## src/rtl/conv_layer_scheduler_if.sv

```systemverilog
// rtl/conv_layer_scheduler_if.sv - handshake bundle between the layer scheduler and its datapath
//
// Purpose: groups the sample handshake, conv engine control, cache strobes and
// status of conv_layer_scheduler into one interface.
// Signals:
//   in_v / in_rdy        sample handshake (accepted when both high)
//   lsb_shift            strobe: shift sample into the input left-shift buffer
//   eng_start            strobe: engine starts layer eng_layer
//   eng_layer, eng_relu  layer select and ReLU enable for the engine
//   eng_done             engine result valid (pulse or level)
//   cache_shift          one-hot per-layer activation cache push
//   out_v                final-layer output valid pulse
//   busy, err            not idle / sticky engine timeout
//   sample_count         completed samples, wraps at 16 bits
// Modports: master = scheduler side, slave = sample source + datapath side.
interface conv_layer_scheduler_if #(
  parameter int NUM_LAYERS = 3,
  parameter int LW         = (NUM_LAYERS > 1) ? $clog2(NUM_LAYERS) : 1
);
  logic                  in_v;
  logic                  in_rdy;
  logic                  lsb_shift;
  logic                  eng_start;
  logic [LW-1:0]         eng_layer;
  logic                  eng_relu;
  logic                  eng_done;
  logic [NUM_LAYERS-1:0] cache_shift;
  logic                  out_v;
  logic                  busy;
  logic                  err;
  logic [15:0]           sample_count;

  modport master (
    input  in_v, eng_done,
    output in_rdy, lsb_shift, eng_start, eng_layer, eng_relu,
           cache_shift, out_v, busy, err, sample_count
  );

  modport slave (
    output in_v, eng_done,
    input  in_rdy, lsb_shift, eng_start, eng_layer, eng_relu,
           cache_shift, out_v, busy, err, sample_count
  );
endinterface

```

## src/rtl/conv_layer_scheduler.sv

```systemverilog
// rtl/conv_layer_scheduler.sv - time-shares one conv1d engine across stacked dilated causal layers
//
// Purpose: per accepted sample, strobes the input shift buffer, runs the engine
// once per layer (waiting for its done), pushes each layer result into that
// layer's activation caches and finally flags the network output valid.
// An engine that stays silent for MAX_WAIT cycles aborts the sample and sets
// a sticky error.
// Ports:
//   clk  rising-edge clock
//   rst  asynchronous active-high reset
//   bus  conv_layer_scheduler_if master modport (see interface header)
module conv_layer_scheduler #(
  parameter int W          = 16,
  parameter int NUM_LAYERS = 3,
  parameter int MAX_WAIT   = 255,
  parameter int LW         = (NUM_LAYERS > 1) ? $clog2(NUM_LAYERS) : 1
) (
  input logic                    clk,
  input logic                    rst,
  conv_layer_scheduler_if.master bus
);

  // Elaboration-time guard on the supported parameter ranges.
  if (W < 1 || NUM_LAYERS < 1 || NUM_LAYERS > 8 || MAX_WAIT < 1 || MAX_WAIT > 65535) begin : g_bad_params
    $error("conv_layer_scheduler: parameter out of range");
  end

  typedef enum logic [2:0] {
    S_IDLE, S_LOAD, S_START, S_WAIT, S_CAPTURE, S_EMIT
  } state_t;

  localparam logic [LW-1:0] LAST_LAYER = LW'(NUM_LAYERS - 1);
  localparam logic [15:0]   WAIT_LAST  = 16'(MAX_WAIT - 1);

  state_t                r_state;
  logic [LW-1:0]         r_l;
  logic [15:0]           r_wait;
  logic [15:0]           r_sample_count;
  logic                  r_err;
  logic                  r_in_rdy;
  logic                  r_busy;
  logic                  r_lsb_shift;
  logic                  r_eng_start;
  logic [NUM_LAYERS-1:0] r_cache_shift;
  logic                  r_out_v;

  // Outputs are registered alongside the state transition so each one is
  // high exactly while the FSM sits in its decoding state.
  always_ff @(posedge clk or posedge rst) begin
    if (rst) begin
      r_state        <= S_IDLE;
      r_l            <= '0;
      r_wait         <= '0;
      r_sample_count <= '0;
      r_err          <= 1'b0;
      r_in_rdy       <= 1'b1;
      r_busy         <= 1'b0;
      r_lsb_shift    <= 1'b0;
      r_eng_start    <= 1'b0;
      r_cache_shift  <= '0;
      r_out_v        <= 1'b0;
    end else begin
      r_lsb_shift   <= 1'b0;
      r_eng_start   <= 1'b0;
      r_cache_shift <= '0;
      r_out_v       <= 1'b0;
      case (r_state)
        S_IDLE: begin
          r_l <= '0;
          if (bus.in_v) begin
            r_state     <= S_LOAD;
            r_in_rdy    <= 1'b0;
            r_busy      <= 1'b1;
            r_lsb_shift <= 1'b1;
          end
        end
        S_LOAD: begin
          r_state     <= S_START;
          r_eng_start <= 1'b1;
        end
        S_START: begin
          r_state <= S_WAIT;
          r_wait  <= '0;
        end
        S_WAIT: begin
          if (bus.eng_done) begin
            r_state       <= S_CAPTURE;
            r_cache_shift <= NUM_LAYERS'(1) << r_l;
          end else if (r_wait == WAIT_LAST) begin
            // Abort the sample: no cache push or output for it.
            r_state  <= S_IDLE;
            r_err    <= 1'b1;
            r_l      <= '0;
            r_in_rdy <= 1'b1;
            r_busy   <= 1'b0;
          end else begin
            r_wait <= r_wait + 16'd1;
          end
        end
        S_CAPTURE: begin
          if (r_l == LAST_LAYER) begin
            r_state <= S_EMIT;
            r_out_v <= 1'b1;
          end else begin
            r_l         <= r_l + LW'(1);
            r_state     <= S_START;
            r_eng_start <= 1'b1;
          end
        end
        S_EMIT: begin
          r_sample_count <= r_sample_count + 16'd1;
          r_l            <= '0;
          r_state        <= S_IDLE;
          r_in_rdy       <= 1'b1;
          r_busy         <= 1'b0;
        end
        default: begin
          r_state  <= S_IDLE;
          r_l      <= '0;
          r_in_rdy <= 1'b1;
          r_busy   <= 1'b0;
        end
      endcase
    end
  end

  assign bus.in_rdy       = r_in_rdy;
  assign bus.busy         = r_busy;
  assign bus.lsb_shift    = r_lsb_shift;
  assign bus.eng_start    = r_eng_start;
  assign bus.eng_layer    = r_l;
  assign bus.eng_relu     = (r_l != LAST_LAYER);
  assign bus.cache_shift  = r_cache_shift;
  assign bus.out_v        = r_out_v;
  assign bus.err          = r_err;
  assign bus.sample_count = r_sample_count;

endmodule

```

## src/flat_wrapper.sv

```systemverilog
// flat-port wrapper written by rule: the top's interface ports become plain ports
module conv_layer_scheduler_flat 
#(
  parameter int W          = 16,
  parameter int NUM_LAYERS = 3,
  parameter int MAX_WAIT   = 255,
  parameter int LW         = (NUM_LAYERS > 1) ? $clog2(NUM_LAYERS) : 1
)
  (clk, rst, bus_in_v, bus_eng_done, bus_in_rdy, bus_lsb_shift, bus_eng_start, bus_eng_layer, bus_eng_relu, bus_cache_shift, bus_out_v, bus_busy, bus_err, bus_sample_count);
  conv_layer_scheduler_if #(.NUM_LAYERS(NUM_LAYERS), .LW(LW)) bus_i ();
  input logic clk;
  input logic rst;
  input wire logic [$bits(bus_i.in_v)-1:0] bus_in_v;
  input wire logic [$bits(bus_i.eng_done)-1:0] bus_eng_done;
  output wire logic [$bits(bus_i.in_rdy)-1:0] bus_in_rdy;
  output wire logic [$bits(bus_i.lsb_shift)-1:0] bus_lsb_shift;
  output wire logic [$bits(bus_i.eng_start)-1:0] bus_eng_start;
  output wire logic [$bits(bus_i.eng_layer)-1:0] bus_eng_layer;
  output wire logic [$bits(bus_i.eng_relu)-1:0] bus_eng_relu;
  output wire logic [$bits(bus_i.cache_shift)-1:0] bus_cache_shift;
  output wire logic [$bits(bus_i.out_v)-1:0] bus_out_v;
  output wire logic [$bits(bus_i.busy)-1:0] bus_busy;
  output wire logic [$bits(bus_i.err)-1:0] bus_err;
  output wire logic [$bits(bus_i.sample_count)-1:0] bus_sample_count;
  assign bus_i.in_v = bus_in_v;
  assign bus_i.eng_done = bus_eng_done;
  assign bus_in_rdy = bus_i.in_rdy;
  assign bus_lsb_shift = bus_i.lsb_shift;
  assign bus_eng_start = bus_i.eng_start;
  assign bus_eng_layer = bus_i.eng_layer;
  assign bus_eng_relu = bus_i.eng_relu;
  assign bus_cache_shift = bus_i.cache_shift;
  assign bus_out_v = bus_i.out_v;
  assign bus_busy = bus_i.busy;
  assign bus_err = bus_i.err;
  assign bus_sample_count = bus_i.sample_count;
  conv_layer_scheduler #(.W(W), .NUM_LAYERS(NUM_LAYERS), .MAX_WAIT(MAX_WAIT), .LW(LW)) u_core (.clk(clk), .rst(rst), .bus(bus_i));
endmodule
```

## config.mk

```make
export PLATFORM = sky130hd
export DESIGN_NAME = conv_layer_scheduler_flat
export DESIGN_NICKNAME = d
export VERILOG_FILES = /design/src/rtl/conv_layer_scheduler_if.sv /design/src/rtl/conv_layer_scheduler.sv /design/src/flat_wrapper.sv
export SDC_FILE = /design/constraint.sdc
export NUM_CORES = 1
export LEC_CHECK = 0
export BUFFER_PORTS_ARGS = -buffer_cell sky130_fd_sc_hd__buf_2
export CELL_PAD_IN_SITES_DETAIL_PLACEMENT = 0
export CELL_PAD_IN_SITES_GLOBAL_PLACEMENT = 1
export CORE_MARGIN = 2
export CORE_UTILIZATION = 46
export DETAILED_ROUTE_END_ITERATION = 8
export MAX_ROUTING_LAYER = met4
export PLACE_DENSITY = 0.9
export RECOVER_POWER = 100
export SLEW_MARGIN = 30
export SYNTH_ARGS = -nofsm -noshare
export SYNTH_HDL_FRONTEND = slang
export SYNTH_SLANG_ARGS = --single-unit
```

## constraint.sdc

```tcl
create_clock -name clk -period 5.22 [get_ports clk]
set_input_delay 0.522 -clock clk [delete_from_list [all_inputs] [get_ports clk]]
set_output_delay 0.522 -clock clk [all_outputs]
set_load 0.01 [all_outputs]
```

==> summary.md <==
| Metric | Value |
|---|---|
| Status | finished with violations |
| Violated checks | max-capacitance violations, max-slew violations |
| H-tree lvl count | 2 |
| Slew HR | -32.4% |
| Post-Syn Instances | ~220 |
| Crit path DAT | 2930 ps |
| Pwr Total | 1.06 mW |
| Startpoint types | register |
| Clock skew | approximately 9.3 ps |
| CP max-delay cell | nand4_1 |
| Leak | 1.15 nW |
| Setup slack after layout | 2520 ps |
| Clock latency on the worst-skew pair | 310 ps |
| Ys flop type | dfrtp_1 |
| DR iter-0 viols | 93 |
| Initial Util | between 40% and 50% |
| Postcts setup bufs | 0 |
| Final WL | roughly 4800 um |
| Non-filler instance count after layout | 320 |
| CTS sink count | 46 |
| Clock Pin Slew Worst Setup and Hold Paths | about 90 ps |
| Placed cell areas | 2550 sq um |
| RSZ-0062 raised after global routing | false |
| Drt first pass iters | 4 |
| Synth cell types | 45 |
| Number of synthesized flops with an enable pin | 0 |
| Post-CTS Hold Buffers | 0 |
| Placer Congestion | 0.793 |
| # resized after CTS | 0 |
| Die height | 75.5 um |
| Mapped Area | 2350 sq um |
| Io pins | 32 |
| # diodes | 0 |
| Syn_area_per_cell | 10.7 sq um |
| Crit share post-route | approximately half |
| Die area | roughly 5700 sq um |
| Placement row count | 26 |
| Worst Path Class, Setup | reg2reg |
| Synth async-reset ratio | 100% |
| Sequential share of the synthesized area | 49.1% |
| CTS tree | built |
| Initial antenna violation count | 0 |
| Largest area contributor in the netlist | dfrtp_1 |
| CTS root buffer | clkbuf_8 |
| Max-cap violations | 1 |
| DP HPWL | 3210 um |
| Final core occ | 51.8% |
| Final Slew Violations | 47 |
| Fin Hold WS | 452 ps |
| Hold Path Class | in2reg |
| Synth Net Count | ~230 |
| Placed Cells | ~310 |
| Slew @ Worst Pin | 1980 ps |
| Via-per-instance ratio | 5.66 |
| Fin area | around 2600 sq um |
| Pre-CTS setup slack | 3250 ps |
| CTS Buf Count | 5 |
| Clk buf depth | 2 |
| Residual DRC | 0 |
| Worst path cell trace | inv_1, ha_1, nor4b_1, nand4_1, a221oi_1, mux2i_1 |
| WL/cell | roughly 15 um |
| Tot GR Track Use | 17.8% |
| Critical Path End Type | register |
| Crit-path max cell delay | 670 ps |
| YS warnings | 0 |
| Worst path required time | ~5500 ps |
| Vias in the first global route | 1605 |
| Die Wd | 75.5 um |
| Worst-path fanout max | 15 |
| Min Tclk post-route | between 2000 and 3000 ps |
| Top cells by area, synth | dfrtp_1, xnor2_1, a31oi_1, mux2i_1, ha_1 |
| Power density cells | 407 nW/um^2 |
| FMAX | ~370 MHz |
| First-pass GRT wire length | around 7400 um |
| Final-report hold violation count | 0 |
| FILL cells | just under 500 |
| Placeable core area | 5010 sq um |
| Nets@finish | 259 |
| Final Setup Violations | 0 |
| Seq cells post-synth | 46 |
| Final antenna-violating net count | 0 |
| Setup TNS | 0 ps |
| Most frequent cell after synthesis | dfrtp_1 |
| Peak supply drop | between 150 and 200 uV |
| Area added between synthesis and finish | 10.5% |
| Layout cells sized above 1 | about 7.2% |
| Port buffer count | 31 |
| Post-synth top area share | 47.9% |
| Grt ovf | 0 |
| Largest net degree at the start of global routing | 47 |
| Synth cell count leaders | dfrtp_1, nand2_1, a31oi_1, xnor2_1, nand3_1 |
| DR vias | between 1500 and 2000 |
==> path summary, 6_finish.rpt <==
kind	to	cells past startpoint	startpoint	slack, ps
worst max-delay path	u_core.bus.eng_layer[1]	6	u_core.r_wait[0]	2520
worst min-delay path	u_core.r_state[0]	3	bus_in_v	450
worst max register to register	u_core.bus.eng_layer[1]	6	u_core.r_wait[0]	2520
worst min register to register	u_core.bus.sample_count[15]	1	u_core.bus.sample_count[15]	480
max in group asynchronous	u_core.r_wait[2]	2	rst	3600
min in group asynchronous	u_core.bus.sample_count[0]	2	rst	700
==> layout by cell type (no fill, tap or decap), types with 2 or more instances in the layout <==
cell       instances
xor2_1             2
inv_1              9
a21o_1             2
and4_1             5
and3_1             8
nor2_1             8
nor3_1             4
nor3b_1            3
nand3b_1           2
nand4_1            9
nand2_1           20
bufinv_16          2
mux2i_1            8
a31oi_1           15
and2_0             2
buf_2              4
and2_1             3
nand3_1           11
a41oi_1            3
xnor2_1           13
dfrtp_1           45
clkbuf_1          27
clkbuf_8           5
a21oi_1            6
ha_1               6
o21ai_0            5
nand2b_1           5
==> critical path, delay by kind of cell, from the launching register on <==
family	cells	cell delay [ps]
muxes	1	230
buffers and inverters	1	90
and+or+nand+nor	2	1070
AOI/OAI and AO/OA	1	670
adders and majority gates	1	150
DFF	1	410
==> sequential cells by signal (all words and copies together) (netlist names), 2 cells and up <==
| register | flops |
|---|---|
| u_core.bus.sample_count | 16 |
| u_core.r_wait | 16 |
| u_core.r_state | 3 |
| u_core.bus.cache_shift | 3 |
| u_core.bus.eng_layer | 2 |
==> logic make-up after synthesis <==
group           count (synthesis)  synth area share, %
flops                          46                 49.1
simple gates                   88                 24.0
compound gates                 37                 10.9
buf+inv                        18                 3.36
mux                             9                 3.89
xor+xnor                       15                 5.59
fa+ha+maj                       6                 3.20
==> power breakdown <==
| part | switching, mW | internal (mW) |
|---|---|---|
| logic | 0.151 | 0.104 |
| clock network | 0.129 | 0.192 |
| registers | 0.0739 | 0.405 |
| total | 0.354 | 0.701 |
==> metal layers <==
layer,vias up,part of all wire [%],GRT usage (%)
met2,46,48,27.3
met5,-,0,-
li1,850,-,-
met4,0,1.8,7.41
met3,6,4.1,3.70
met1,908,46,22.8
==> area by class of cell <==
class	instances	area, sq um	share of cell area, %
Inverter	10	38.8	1.49
Clock buffer	5	68.8	2.65
Clock inverter	3	68.8	2.65
Tap cell	70	87.6	3.38
Sequential cell	46	1150	44.4
Multi-Input combinational cell	155	1060	40.7
Timing Repair Buffer	31	121	4.68
No activity file was read; power rests on OpenSTA's default activity.
